<file path="config.mk">
export PLATFORM = sky130hd
export DESIGN_NAME = apb_master_mux
export DESIGN_NICKNAME = d
export VERILOG_FILES = /design/src/rtl/apb_pkg.sv /design/src/rtl/apb_slave_decoder.sv /design/src/rtl/apb_master_mux.sv
export SDC_FILE = /design/constraint.sdc
export NUM_CORES = 1
export LEC_CHECK = 0
export ABC_AREA = 1
export CORE_MARGIN = 2
export CORE_UTILIZATION = 39
export CTS_BUF_LIST = sky130_fd_sc_hd__clkbuf_8 sky130_fd_sc_hd__clkbuf_16
export CTS_CLUSTER_DIAMETER = 80
export DETAILED_ROUTE_END_ITERATION = 10
export HOLD_SLACK_MARGIN = 0.15
export PLACE_DENSITY_LB_ADDON = 0.2
export SETUP_SLACK_MARGIN = 0.2
export SLEW_MARGIN = 40
export SYNTH_ARGS = -nofsm -noshare
export SYNTH_HDL_FRONTEND = slang
export SYNTH_SLANG_ARGS = --single-unit
</file>
<file path="constraint.sdc">
create_clock -name pCLK -period 2 [get_ports pCLK]
set_input_delay 0.3 -clock pCLK [delete_from_list [all_inputs] [get_ports pCLK]]
set_output_delay 0.3 -clock pCLK [all_outputs]
set_load 0.005 [all_outputs]
</file>
<file path="src/rtl/apb_pkg.sv">
// Shared types and width helpers for the APB master multiplexer.
// Command layout is {write, strb, wdata, addr}; response layout is {err, rdata}.
package apb_pkg;

  typedef enum logic [1:0] {
    ST_IDLE   = 2'd0,
    ST_SETUP  = 2'd1,
    ST_ACCESS = 2'd2,
    ST_RESP   = 2'd3
  } apb_state_e;

  typedef enum logic [1:0] {
    ERR_OK      = 2'd0,
    ERR_SLVERR  = 2'd1,
    ERR_DECERR  = 2'd2,
    ERR_TIMEOUT = 2'd3
  } apb_err_e;

  function automatic int cmd_width(input int dw, input int aw);
    return 32'sd1 + dw / 32'sd8 + dw + aw;
  endfunction

  function automatic int resp_width(input int dw);
    return 32'sd2 + dw;
  endfunction

endpackage

</file>
<file path="src/rtl/apb_slave_decoder.sv">
// Range check of an incoming address plus one-hot select and return-path mux
// for the slave addressed by the registered index.
module apb_slave_decoder #(
  parameter int DW = 32,
  parameter int AW = 32,
  parameter int NS = 4,
  parameter int SW = 2
) (
  input  logic [AW-1:0]    addr_i,
  input  logic [SW-1:0]    idx_i,
  output logic             in_range_o,
  output logic [NS-1:0]    sel_o,
  input  logic [NS*DW-1:0] prdata_i,
  input  logic [NS-1:0]    pready_i,
  input  logic [NS-1:0]    pslverr_i,
  output logic [DW-1:0]    prdata_o,
  output logic             pready_o,
  output logic             pslverr_o
);

  // Only the addressed slave's return signals reach the master.
  always_comb begin
    in_range_o = ({{(32-SW){1'b0}}, addr_i[AW-1 -: SW]} < 32'(NS));
    sel_o      = '0;
    prdata_o   = '0;
    pready_o   = 1'b0;
    pslverr_o  = 1'b0;
    for (int k = 0; k < NS; k++) begin
      if (idx_i == SW'(k)) begin
        sel_o[k]  = 1'b1;
        prdata_o  = prdata_i[k*DW +: DW];
        pready_o  = pready_i[k];
        pslverr_o = pslverr_i[k];
      end else begin
        sel_o[k] = 1'b0;
      end
    end
  end

endmodule

</file>
<file path="src/rtl/apb_master_mux.sv">
// Single-outstanding APB master: accepts a command, runs SETUP/ACCESS on the
// slave chosen by the top address bits, and returns a registered response.
module apb_master_mux import apb_pkg::*; #(
  parameter int  DW  = 32,
  parameter int  AW  = 32,
  parameter int  NS  = 4,
  parameter int  TMO = 16,
  localparam int SW  = (NS > 1) ? $clog2(NS) : 1,
  localparam int CW  = cmd_width(DW, AW),
  localparam int RW  = resp_width(DW)
) (
  input  logic             pCLK,
  input  logic             pRESET,
  input  logic [CW-1:0]    i_cmd,
  input  logic             i_cmd_valid,
  output logic             o_cmd_ready,
  output logic [RW-1:0]    o_resp,
  output logic             o_resp_valid,
  input  logic             i_resp_ready,
  output logic [AW-1:0]    pADDR,
  output logic             pWRITE,
  output logic [DW-1:0]    pWDATA,
  output logic [DW/8-1:0]  pSTRB,
  output logic             pENABLE,
  output logic [NS-1:0]    pSEL,
  input  logic [NS*DW-1:0] pRDATA,
  input  logic [NS-1:0]    pREADY,
  input  logic [NS-1:0]    pSLVERR
);

  localparam int WCW = (TMO > 1) ? $clog2(TMO) : 1;
  localparam logic [WCW-1:0] TMO_LAST = WCW'((TMO > 0) ? TMO - 1 : 0);

  apb_state_e      state_q, state_d;
  logic [CW-1:0]   cmd_q, cmd_d;
  logic [RW-1:0]   resp_q, resp_d;
  logic [WCW-1:0]  wait_q, wait_d;

  logic            in_range_s;
  logic [NS-1:0]   sel_s;
  logic [DW-1:0]   rdata_s;
  logic            ready_s;
  logic            slverr_s;

  apb_slave_decoder #(.DW(DW), .AW(AW), .NS(NS), .SW(SW)) u_dec (
    .addr_i     (i_cmd[AW-1:0]),
    .idx_i      (cmd_q[AW-1 -: SW]),
    .in_range_o (in_range_s),
    .sel_o      (sel_s),
    .prdata_i   (pRDATA),
    .pready_i   (pREADY),
    .pslverr_i  (pSLVERR),
    .prdata_o   (rdata_s),
    .pready_o   (ready_s),
    .pslverr_o  (slverr_s)
  );

  // State register.
  always_ff @(posedge pCLK) begin
    if (pRESET) begin
      state_q <= ST_IDLE;
    end else begin
      state_q <= state_d;
    end
  end

  // Command, response and wait-counter registers.
  always_ff @(posedge pCLK) begin
    if (pRESET) begin
      cmd_q  <= '0;
      resp_q <= '0;
      wait_q <= '0;
    end else begin
      cmd_q  <= cmd_d;
      resp_q <= resp_d;
      wait_q <= wait_d;
    end
  end

  // Next-state and datapath updates; pREADY outranks the timeout in the same cycle.
  always_comb begin
    state_d = state_q;
    cmd_d   = cmd_q;
    resp_d  = resp_q;
    wait_d  = wait_q;
    case (state_q)
      ST_IDLE: begin
        if (i_cmd_valid) begin
          cmd_d = i_cmd;
          if (in_range_s) begin
            state_d = ST_SETUP;
          end else begin
            state_d = ST_RESP;
            resp_d  = {ERR_DECERR, {DW{1'b0}}};
          end
        end else begin
          state_d = ST_IDLE;
        end
      end
      ST_SETUP: begin
        wait_d  = '0;
        state_d = ST_ACCESS;
      end
      ST_ACCESS: begin
        if (ready_s) begin
          state_d = ST_RESP;
          resp_d  = {(slverr_s ? ERR_SLVERR : ERR_OK),
                     (cmd_q[CW-1] ? {DW{1'b0}} : rdata_s)};
        end else if ((TMO > 0) && (wait_q == TMO_LAST)) begin
          state_d = ST_RESP;
          resp_d  = {ERR_TIMEOUT, {DW{1'b0}}};
        end else begin
          wait_d = wait_q + WCW'(1);
        end
      end
      ST_RESP: begin
        if (i_resp_ready) begin
          state_d = ST_IDLE;
        end else begin
          state_d = ST_RESP;
        end
      end
      default: begin
        state_d = ST_IDLE;
      end
    endcase
  end

  // Outputs decoded from registered state and command.
  always_comb begin
    o_cmd_ready  = (state_q == ST_IDLE);
    o_resp_valid = (state_q == ST_RESP);
    o_resp       = resp_q;
    pADDR        = cmd_q[AW-1:0];
    pWDATA       = cmd_q[AW +: DW];
    pWRITE       = cmd_q[CW-1];
    pENABLE      = (state_q == ST_ACCESS);
    if (cmd_q[CW-1]) begin
      pSTRB = cmd_q[AW+DW +: DW/8];
    end else begin
      pSTRB = '0;
    end
    if ((state_q == ST_SETUP) || (state_q == ST_ACCESS)) begin
      pSEL = sel_s;
    end else begin
      pSEL = '0;
    end
  end

endmodule

</file>
Word level (Yosys, flattened, before mapping)
Cells that the tools add are included.
Cells by class
  multiplexer cells: 30
  $add $sub $neg: 1
  reduce and logical (&&, ||, !) cells: 8
  equality and inequality tests: 10
Operators by type and width (number)
  $mux W32: 5
  $mux W34: 2
  $mux W4: 4
  $mux W1: 14
  $eq A2 B2 Y1 const B: 4
  $pmux W2 S4: 1
  $pmux W4 S2: 1
  $mux W2: 3
  $add A4 B1 Y4 const B: 1
  $eq A2 B1 Y1 const B: 2
  $eq A4 B4 Y1 const B: 1
  $logic_not A2 Y1: 2
  $ne A2 B2 Y1 const B: 2
  $reduce_and A2 Y1: 2
  $reduce_bool A2 Y1: 2
  $ne A3 B1 Y1 const B: 1
  $reduce_and A3 Y1: 1
  $logic_or A1 B1 Y1: 1
Storage, ports and cells
  bits in registers: 109
  word-level logic and storage cells: 53
  bits of input ports: 209

Logic depth before layout (Yosys ltp)
  word-level depth: 7
  depth in mapped cells: 12
  depth with buffers taken out: 10

Cells and area by module
From an unflattened synthesis, not the netlist that was laid out.
Unflattened totals
  cells, all modules: 884
  area total of the unflattened synthesis: 6035.8 um2
Modules (own cells, without submodules)
  apb_master_mux: seq. area each 2182.1 um2, area an instance 4962.3 um2, cells an instance 680, times used 1
  apb_slave_decoder: seq. area each 0.0 um2, area an instance 1073.5 um2, cells an instance 204, times used 1

Worst setup path before layout
Ideal clock, no wire load.
  kind: register to output
  start: register state_q[0]
  end: output pSEL[0]
  setup slack: 0.506 ns
  data arrival time: 1.194 ns
  cell stages (with the launch flop): 6
  path through: dfxtp_1 -> inv_1 -> ha_1 -> clkbuf_1 -> inv_1 -> nor3_1
Between the ends
  cells in the longest elaborated chain, start to end: 3
  elaborated cells on any way between the ends: 4
  classes of those cells: eq/ne: 2; mux: 1; reduce/logical: 1
RTL lines
  start, declared: RTL line apb_master_mux.sv:34  | apb_state_e state_q, state_d;
  start signal, assigned: RTL line apb_master_mux.sv:63  | state_q <= state_d;
  $eq A2 B1 Y1 or $eq A2 B2 Y1 (tied branches): RTL line apb_master_mux.sv:143  | if ((state_q == ST_SETUP) || (state_q == ST_ACCESS)) begin
  $logic_or A1 B1 Y1 *: RTL line apb_master_mux.sv:143
  $mux W4 *: RTL line apb_master_mux.sv:143
  end, declared: RTL line apb_master_mux.sv:25  | output logic [NS-1:0] pSEL,
Every way passes the cells marked *; elsewhere a longest branch is shown, timed or not.

Worst setup path in the final report
  start: register cmd_q[30]
  end: output pADDR[30]
RTL lines
  start, declared: RTL line apb_master_mux.sv:35  | logic [CW-1:0] cmd_q, cmd_d;
  start signal, assigned: RTL line apb_master_mux.sv:74  | cmd_q <= cmd_d;
  end, declared: RTL line apb_master_mux.sv:20  | output logic [AW-1:0] pADDR,
No word-level cell between the ends.

==> metrics.txt <==
Num CTS Buffers=9; P per Cell Area=768 mW/mm^2; RSZ-0062 raised after global routing=no; area of the multi-input gates=between 0.002 and 0.003 sq mm; worst hold path type=flop to flop; NumNets Final=about 1300; Routed Antenna Nets=0; MaxCap Viol Count=0; root buffer cell=clkbuf_16; Max-slew headroom=74.5%; CTS tree=done; critical path class=flop to output pin; DR iter-0 viols=210; Mapped Area=~0.0057 sq mm; post-place setup slack=156 ps; area added between synthesis and finish=57.3%; Die X-Extent=125 um; Final setup viols=0; Final Slew Violations=0; I/O pin total=319; CTS Hold Bufs=0; first-pass GRT wire length=30600 um; DRC=0; routed length per instance=14.8 um; distinct cell type count of the synthesized netlist=25; via/cell ratio=4.72; Mean Syn Cell Area=between 6 and 7 sq um; die area=between 0.015 and 0.02 sq mm; sequential-to-total area share from yosys stat=38.5%; Post-synth EDFFs=0; clock transition at the registers of the reported paths=about 70 ps; Syn Nets=1068; RR Startpoint=cmd_q[30]; Critical Path Fanout Max=11; clock sinks=109; I/O Buffers=318; Chip Height=125 um; Hold Slack=465 ps; Critical Path AT=between 1000 and 1500 ps; initial antenna violation count=0; Post-synth top flop=dfxtp_1; Final GP Congestion=0.927; Worst EP required=1700 ps; list of most frequent post-synthesis cells=nor2_1, nand2_1, dfxtp_1; Final Hold Viols=0; Site Rows=44; synth warn=0; layout cells sized above 1=roughly 6.4%; Antenna diodes=0; R2R Setup Slk=380 ps; Final Critical Period=~1700 ps; Starting Density=about two fifths; outcome=finished, final reports clean; clk_lat worst skew=between 300 and 400 ps; CP Capture Type=output pin; cell taking the most area after synthesis=dfxtp_1; final clock period utilization by the worst path=about 90%; Vias=6054; reg2reg path depth=10; top cells by area, synth=dfxtp_1, nor2_1, nand2_1; Synth top area share=around 38%; fmax=0.572 GHz; largest net degree at the start of global routing=46; Hold Crit Endpoint=o_resp[18]; worst-margin pin slew=383 ps; WHS Path Cells=2; grt total ovfl=0; most common cell in the synthesized netlist=nor2_1; total track usage=about a quarter; worst vdd ir=0.429 mV; Cells after Synth=~860; RR Endpoint=o_resp[12]; WL final=19000 um; CTS max path bufs=2; Fin Setup TNS=0 ps; vias in the first global route=5742; FFs w/ async S/R, synth=0%; Placeable Area=0.0144 sq mm; Hold Crit Start=o_resp[18]; leakage=3.65 nW; Register Area=0.00219 sq mm; H-tree Lvls=3; FILL cells=about 1400; Yosys reg bits=109; Layout Skew=8.05 ps; DP HPWL=approximately 14000 um; Final WS setup=251 ps; drt pass-1 iters=6; crit path launch type=flop
state kept, by name, indices dropped and copies added (netlist names):
| signal | cells |
|---|---|
| state_q | 2 |
| cmd_q | 69 |
| wait_q | 4 |
| o_resp | 34 |
cell type report:
class	count	area share (%)
multi-input combinational	581	29.1
tap	184	2.58
clock inverter	7	0.898
sequential	109	24.6
inverter	47	2.06
clock buffer	9	2.53
timing repair buffer	345	38.2
power breakdown:
group	internal (mW)	switching, mW
logic	1.27	1.10
clock network	0.994	0.881
registers	2.44	0.152
per-layer routing:
| layer | GRT usage, % | vias to the layer above | part of all wire (%) |
|---|---|---|---|
| li1 | - | 3119 | - |
| met1 | 28.7 | 2688 | 41 |
| met2 | 42.0 | 217 | 48 |
| met3 | 6.87 | 30 | 8.1 |
| met4 | 8.79 | 0 | 2.7 |
| met5 | 0 | - | 0 |
repair_timing:
item                                    in CTS  in global routing
gates resized for setup                     31                  5
buffers inserted                             0                  2
endpoints found under the setup margin      28                 11
cells by family after synthesis:
kind of cell / Yosys count / share of synthesized area (%)
and+or+nand+nor: 422 / 30.0
AOI/OAI and AO/OA: 154 / 14.2
buffers and inverters: 165 / 16.3
DFF: 109 / 38.5
adders and majority gates: 4 / 0.883
xor gates and xnor gates: 1 / 0.155
placed cells by master, fill, tap and decap left out, types with 3 or more instances in the layout:
cell / count
dfxtp_2: 3
clkdlybuf4s50_1: 313
buf_4: 23
dfxtp_1: 104
inv_4: 3
clkbuf_16: 9
inv_6: 3
o21ai_0: 100
o211ai_1: 13
nand3_1: 50
a21oi_1: 40
nor2_1: 214
buf_12: 3
nand2_1: 146
inv_1: 40
buf_2: 4
nor3_1: 3
inv_2: 5
worst max-delay path by stage:
stage	startpoint	cells past startpoint	slack [ps]	to
2_1_floorplan	state_q[0]	5	510	pSEL[0]
3_3_place_gp	state_q[0]	5	170	pSEL[0]
3_5_place_dp	pREADY[1]	10	160	o_resp[12]
4_1_cts	state_q[1]	5	170	pSEL[0]
5_1_grt	cmd_q[30]	2	210	pADDR[30]
6_report	cmd_q[30]	2	250	pADDR[30]
metrics by stage:
step           utilization [%]  instance area, sq um  instances  power [mW]
2_1_floorplan                -                  5670        855        3.95
3_3_place_gp              59.6                  8570       1264        4.97
3_5_place_dp              59.6                  8570       1264        4.99
4_1_cts                   61.9                  8890       1280        6.90
5_1_grt                   62.0                  8910       1282        7.28
6_report                  62.0                  8910       1282        6.84
worst max-delay path, cell delays in order, from the launching register on:
cell and delay [ps]:
dfxtp_2 410, buf_6 180, clkdlybuf4s50_1 510
(Power assumes the default switching activity.)
